<file path="config.mk">
export PLATFORM = sky130hd
export DESIGN_NAME = dpm_input_conditioner
export DESIGN_NICKNAME = d
export VERILOG_FILES = /design/src/rtl/dpm_input_conditioner.sv
export SDC_FILE = /design/constraint.sdc
export NUM_CORES = 1
export LEC_CHECK = 0
export ABC_AREA = 1
export CORE_ASPECT_RATIO = 0.7
export CORE_MARGIN = 3
export CORE_UTILIZATION = 55
export DETAILED_ROUTE_END_ITERATION = 12
export PLACE_DENSITY = 0.86
export SYNTH_ARGS = -nofsm -noshare
export SYNTH_HDL_FRONTEND = slang
export SYNTH_SLANG_ARGS = --single-unit
export TNS_END_PERCENT = 50
</file>
<file path="constraint.sdc">
create_clock -name clk -period 2.9 [get_ports clk]
set_input_delay 0.58 -clock clk [delete_from_list [all_inputs] [get_ports clk]]
set_output_delay 0.58 -clock clk [all_outputs]
set_load 0.01 [all_outputs]
</file>
<file path="src/rtl/dpm_input_conditioner.sv">
// Front end of the DPM unit: two-flop synchroniser, per-bit debounce and a
// valid/ready change-event port that merges updates while the consumer stalls.
module dpm_input_conditioner #(
  parameter int              WIDTH     = 8,
  parameter int              DEBOUNCE  = 4,
  parameter logic [WIDTH-1:0] RESET_VAL = 8'hF2
) (
  input  logic             clk,
  input  logic             rst_n,
  input  logic             ena,
  input  logic [WIDTH-1:0] raw_i,
  output logic [WIDTH-1:0] stable_o,
  output logic             evt_valid_o,
  input  logic             evt_ready_i,
  output logic [WIDTH-1:0] evt_data_o,
  output logic [WIDTH-1:0] evt_mask_o,
  output logic             merged_o,
  input  logic             clr_merged_i
);

  localparam int CW = (DEBOUNCE > 1) ? $clog2(DEBOUNCE) : 1;
  localparam logic [CW-1:0] CNT_MAX = CW'(DEBOUNCE - 1);

  logic [WIDTH-1:0] s1;
  logic [WIDTH-1:0] s2;
  logic [CW-1:0]    cnt     [WIDTH];
  logic [CW-1:0]    cnt_nxt [WIDTH];
  logic [WIDTH-1:0] stable_nxt;
  logic [WIDTH-1:0] upd;
  logic             any_upd;

  logic             valid_nxt;
  logic [WIDTH-1:0] data_nxt;
  logic [WIDTH-1:0] mask_nxt;
  logic             merged_nxt;

  // A bit is accepted only after differing from stable for DEBOUNCE enabled
  // cycles in a row; any agreement or a disabled cycle restarts the count.
  always_comb begin
    stable_nxt = stable_o;
    upd        = '0;
    for (int i = 0; i < WIDTH; i++) begin
      cnt_nxt[i] = '0;
      if (ena && (s2[i] != stable_o[i])) begin
        if (cnt[i] == CNT_MAX) begin
          stable_nxt[i] = s2[i];
          upd[i]        = 1'b1;
        end else begin
          cnt_nxt[i] = cnt[i] + CW'(1);
        end
      end
    end
  end

  assign any_upd = |upd;

  always_comb begin
    valid_nxt  = evt_valid_o;
    data_nxt   = evt_data_o;
    mask_nxt   = evt_mask_o;
    merged_nxt = merged_o;
    if (any_upd && (!evt_valid_o || evt_ready_i)) begin
      valid_nxt = 1'b1;
      data_nxt  = stable_nxt;
      mask_nxt  = upd;
    end else if (any_upd) begin
      // Stalled: fold the new change into the pending event rather than drop it.
      data_nxt   = stable_nxt;
      mask_nxt   = evt_mask_o | upd;
      merged_nxt = 1'b1;
    end else if (evt_valid_o && evt_ready_i) begin
      valid_nxt = 1'b0;
      mask_nxt  = '0;
    end
    if (clr_merged_i) begin
      merged_nxt = 1'b0;
    end
  end

  always_ff @(posedge clk) begin
    if (!rst_n) begin
      s1          <= RESET_VAL;
      s2          <= RESET_VAL;
      stable_o    <= RESET_VAL;
      evt_data_o  <= RESET_VAL;
      evt_valid_o <= 1'b0;
      evt_mask_o  <= '0;
      merged_o    <= 1'b0;
      for (int i = 0; i < WIDTH; i++) begin
        cnt[i] <= '0;
      end
    end else begin
      s1          <= raw_i;
      s2          <= s1;
      stable_o    <= stable_nxt;
      evt_valid_o <= valid_nxt;
      evt_data_o  <= data_nxt;
      evt_mask_o  <= mask_nxt;
      merged_o    <= merged_nxt;
      for (int i = 0; i < WIDTH; i++) begin
        cnt[i] <= cnt_nxt[i];
      end
    end
  end

endmodule
</file>
* After elaboration in Yosys (flattened, before gate mapping)
Memories as Yosys holds them, arrays and structs flattened.
Cells that the tools add are included.
** Operators by class
- Eq/ne operators :: 17
- Bitwise logic cells :: 11
- Add/sub/neg operators :: 8
- Muxes and demuxes :: 66
- Reductions and logical operators :: 19
** Operators by type and width (count)
- two-way mux 2 bit :: 24
- two-way mux 8 bit :: 5
- two-way mux 1 bit :: 37
- adder 2 x 1 -> 2 bit, second input constant :: 8
- == test 2 bit, second input constant :: 8
- logical AND 1 bit :: 10
- inequality test 1 bit :: 8
- bitwise OR 1 bit :: 8
- bitwise OR 8 bit :: 1
- OR reduction 8 bit :: 1
- AND reduction 2 bit :: 2
- nonzero test 2 bit :: 2
- nonzero test 3 bit :: 1
- inequality test 2 x 1 -> 1 bit, second input constant :: 1
- inverter 1 bit :: 2
- OR reduction 2 bit :: 1
- logical NOT 1 bit :: 1
- logical OR 1 bit :: 1
** Word-level totals
- Word-level logic and storage cells :: 129
- Memories :: 1
- Input port bits :: 13
- RAM bits :: 16
- Flip-flop bits (word level) :: 42
** Memories
- cnt :: depth 8, width 2, read ports 8, clocked after memory_dff 0, wr ports 8, RTL line 26 : logic [CW-1:0] cnt [WIDTH];

* Depth between registers and ports, before layout
- Depth in word-level cells :: 7
- Mapped depth :: 9
- Depth with buffers taken out :: 8

* Worst setup path before layout
No wires, ideal clock.
- Kind :: input -> register
- From :: input port ena
- To :: register evt_valid_o
- Setup time :: 113 ps
- Data arrival time :: 1508 ps
- Path buffers :: 3
- Required time :: 2787 ps
- Stages :: 9
- Setup slack :: 1279 ps
- Cell sequence :: buf_6 > buf_12 > nand4_4 > nand2_4 > nor2_8 > nand2_4 > buf_6 > o21ai_1 > inv_1
** Between the ends
- Longest elaborated chain between the ends :: 6
** Ends and longest elaborated chain
- start, declared :: RTL line 10 : input logic ena,
- logical AND 1 bit :: RTL line 44 : if (ena && (s2[i] != stable_o[i])) begin
- two-way mux 1 bit :: RTL line 44
- OR reduction 8 bit * :: RTL line 55 : assign any_upd = |upd;
- logical AND 1 bit :: RTL line 62 : if (any_upd && (!evt_valid_o || evt_ready_i)) begin
- inequality test 2 x 1 -> 1 bit (no line) / nonzero test 2 bit (equally long branches)
- AND reduction 2 bit (no line)
- end signal, assigned :: RTL line 96 : evt_valid_o <= valid_nxt;
- end, declared :: RTL line 13 : output logic evt_valid_o,
Every way passes the cells marked *; elsewhere a longest branch is shown, timed or not.
A chain may end at the register's enable or synchronous reset.

* Worst setup path after layout
Ends and elaborated chain as after synthesis.

==> flow_metrics.env <==
export IMPL_cp_end_kind="flip-flop"
export IMPL_setup_slack_ns=0.933
export IMPL_drc_errors=0
export IMPL_cts_htree_levels=3
export IMPL_drv_slew=0
export IMPL_clk_path_buf_depth=2
export IMPL_vias=1937
export IMPL_synthCells=283
export IMPL_grt_total_usage=0.206
export IMPL_drt_total_wl_mm=4.68
export IMPL_min_period_ns=1.97
export IMPL_worstHoldEndpoint="s2[6]"
export IMPL_first_iter_violations=137
export IMPL_start_util=0.588
export IMPL_area_delta_synth_final_pct=23.5
export IMPL_worstHoldPathCells=1
export IMPL_die_area_mm2=0.00513
export IMPL_grt_max_degree=39
export IMPL_cts_setup_buffers=0
export IMPL_path_buf_inv=3
export IMPL_crit_type="in2reg"
export IMPL_post_drt_via_cell_ratio=5.06
export IMPL_top_layer="met4"
export IMPL_clock_sinks=58
export IMPL_dp_hpwl_mm=3.23
export IMPL_die_h_um=60.8
export IMPL_overflow=0
export IMPL_cts_root_buf="clkbuf_8"
export IMPL_dp_slack_ns=0.615
export IMPL_hp_class="reg2reg"
export IMPL_fin_tns_setup_ns=0
export IMPL_arrival_ns=2.20
export IMPL_drive_above_1_share=0.136
export IMPL_path_cells="clkdlybuf4s50_1 -> buf_4 -> nand4_1 -> nand2_2 -> nor2_8 -> nand2_4 -> o21ai_1 -> inv_1"
export IMPL_wire_per_inst_um=12.2
export IMPL_place_congestion=0.793
export IMPL_syn_area_per_cell_um2=8.35
export IMPL_ys_types=22
export IMPL_wl_met1_mm=2.19
export IMPL_tightest_slew_ns=0.713
export IMPL_first_global_vias=1786
export IMPL_relSlewSlack=0.523
export IMPL_min_from="s1[6]"
export IMPL_fin_crit_sh=0.678
export IMPL_clk_latency_ns=0.33
export IMPL_slowest_stage="clkdlybuf4s50_1"
export IMPL_async_flop_share=0
export IMPL_start_kind="input port"
export IMPL_crit_path_max_fanout=18
export IMPL_totalPowerFinal_uw=1490
export IMPL_cts_hold_buf=0
export IMPL_final_hold_viol_count=0
export IMPL_dr_wl_met2_mm=2.08
export IMPL_r2r_start="cnt[1][6]"
export IMPL_outcome="completed"
export IMPL_clock_skew_ns=0.00648
export IMPL_reg2reg_depth=7
export IMPL_die_width_um=84.3
export IMPL_cp_required_ns=3.13
export IMPL_path_depth=8
export IMPL_max_freq_mhz=508
export IMPL_io_buffers=38
export IMPL_cpLargestDelayFamily="simple AND/OR/NAND/NOR gates"
export IMPL_numCtsBuffers=9
export IMPL_grt_antenna_before_repair=0
export IMPL_num_antenna_cells=0
export IMPL_final_util=0.726
export IMPL_synth_main_ff_cell="dfxtp_1"
export IMPL_path_clk_slew_ns=0.06
export IMPL_rsz0062_at_grt="no"
export IMPL_num_rows=19
export IMPL_r2r_slack_ns=1.27
export IMPL_syn_num_nets=304
export IMPL_tritoncts="yes"
export IMPL_grt_pass1_wl_mm=8.02
export IMPL_finalSetupViolations=0
export IMPL_syn_area_mm2=0.00236
export IMPL_fp_coreArea_mm2=0.00402
export IMPL_worst_ir_drop_vdd_uv=451
export IMPL_r2r_end="evt_valid_o"
export IMPL_drt_pre_antenna_iters=6
export IMPL_crit_path_max_incr_delay_ns=0.40
export IMPL_met3_length_um=340
export IMPL_seq_area_frac_synth=0.492
export IMPL_cap_viol_max_count=0
export IMPL_synth_edf_count=0
export IMPL_yosysWarnings=0
export IMPL_fin_nets=347
export IMPL_powerDensity_mw_per_mm2=509
export IMPL_ant_nets=0
export IMPL_io_pins=39
export IMPL_cts_resized=0
export IMPL_p_leak_uw=0.00139
export IMPL_ys_ff_latch=58
## synth_stat cells, types with 4 or more instances
master	instances	area (um2)
a21oi_1	11	55.1
buf_6	4	45.0
clkbuf_1	5	18.8
dfxtp_1	58	1160
ha_1	8	100
inv_1	34	128
nand2_1	63	236
nand3_1	13	65.1
nand4_1	20	125
nor2_1	29	109
o21ai_0	8	40.0
or2_2	16	100
## area by class of cell
type	instances	area, um2
tap	52	65.1
clock buffer	13	149
multi-input combinational	181	990
sequential	58	1160
timing repair buffer	42	410
clock inverter	3	15.0
inverter	34	128
fill	324	1100
## report_power, final
group          leakage [uW]  internal [uW]  switching, uW  total [uW]
sequential         0.000472            809           4.63         814
clock             0.0000872            329            288         617
combinational      0.000829           27.4           27.7        55.1
total               0.00139           1170            320        1490
## routing by layer
metal	up-vias	track usage
met5	-	0
met4	0	0.0655
met3	9	0.0977
met2	58	0.335
met1	869	0.247
li1	1001	-
## kinds of logic after synthesis
| logic type | Yosys count | synth area share |
|---|---|---|
| buf+inv | 44 | 0.0895 |
| flops | 58 | 0.492 |
| simple gates | 152 | 0.331 |
| compound gates | 21 | 0.0461 |
| fa+ha+maj | 8 | 0.0424 |
## cell usage in the layout (no fill, tap or decap)
master	netlist	final
nand4_4	2	2
dfxtp_1	58	58
nand2_2	1	1
a21oi_1	11	11
nand2_1	63	63
or2_4	2	2
ha_1	8	8
nand4_1	20	20
inv_1	34	34
clkbuf_1	5	3
nor2_4	1	1
clkbuf_8	0	10
a21oi_2	1	1
o21ai_1	1	1
clkdlybuf4s50_1	0	38
o21ai_0	8	8
nand3_1	13	13
nor2_8	1	1
nor2_1	29	29
nand2_4	2	2
or2_2	16	16
buf_4	0	4
clkinv_2	0	3
nand4_2	2	2
## metrics by stage
| stage | std cells | hold slack [ns] | instance area [um2] |
|---|---|---|---|
| floorplan | 283 | 0.390 | 2360 |
| global placement | 367 | 0.394 | 2750 |
| detailed placement | 367 | 0.398 | 2750 |
| CTS | 383 | 0.411 | 2920 |
| global route | 383 | 0.426 | 2920 |
| finish | 383 | 0.410 | 2920 |
## registers in the layout (all words and copies together), names as in the netlist
register / cells
evt_mask_o: 8
s2: 8
cnt: 16
evt_valid_o: 1
evt_data_o: 8
stable_o: 8
s1: 8
merged_o: 1
## how the worst max path moves through the flow
stage | start | slack (ns) | to
detailed placement | ena | 0.61 | evt_valid_o
CTS | ena | 0.96 | evt_valid_o
floorplan | ena | 1.28 | evt_valid_o
global route | ena | 0.80 | evt_valid_o
global placement | ena | 0.67 | evt_valid_o
finish | ena | 0.93 | evt_valid_o
No activity file was read; power rests on OpenSTA's default activity.
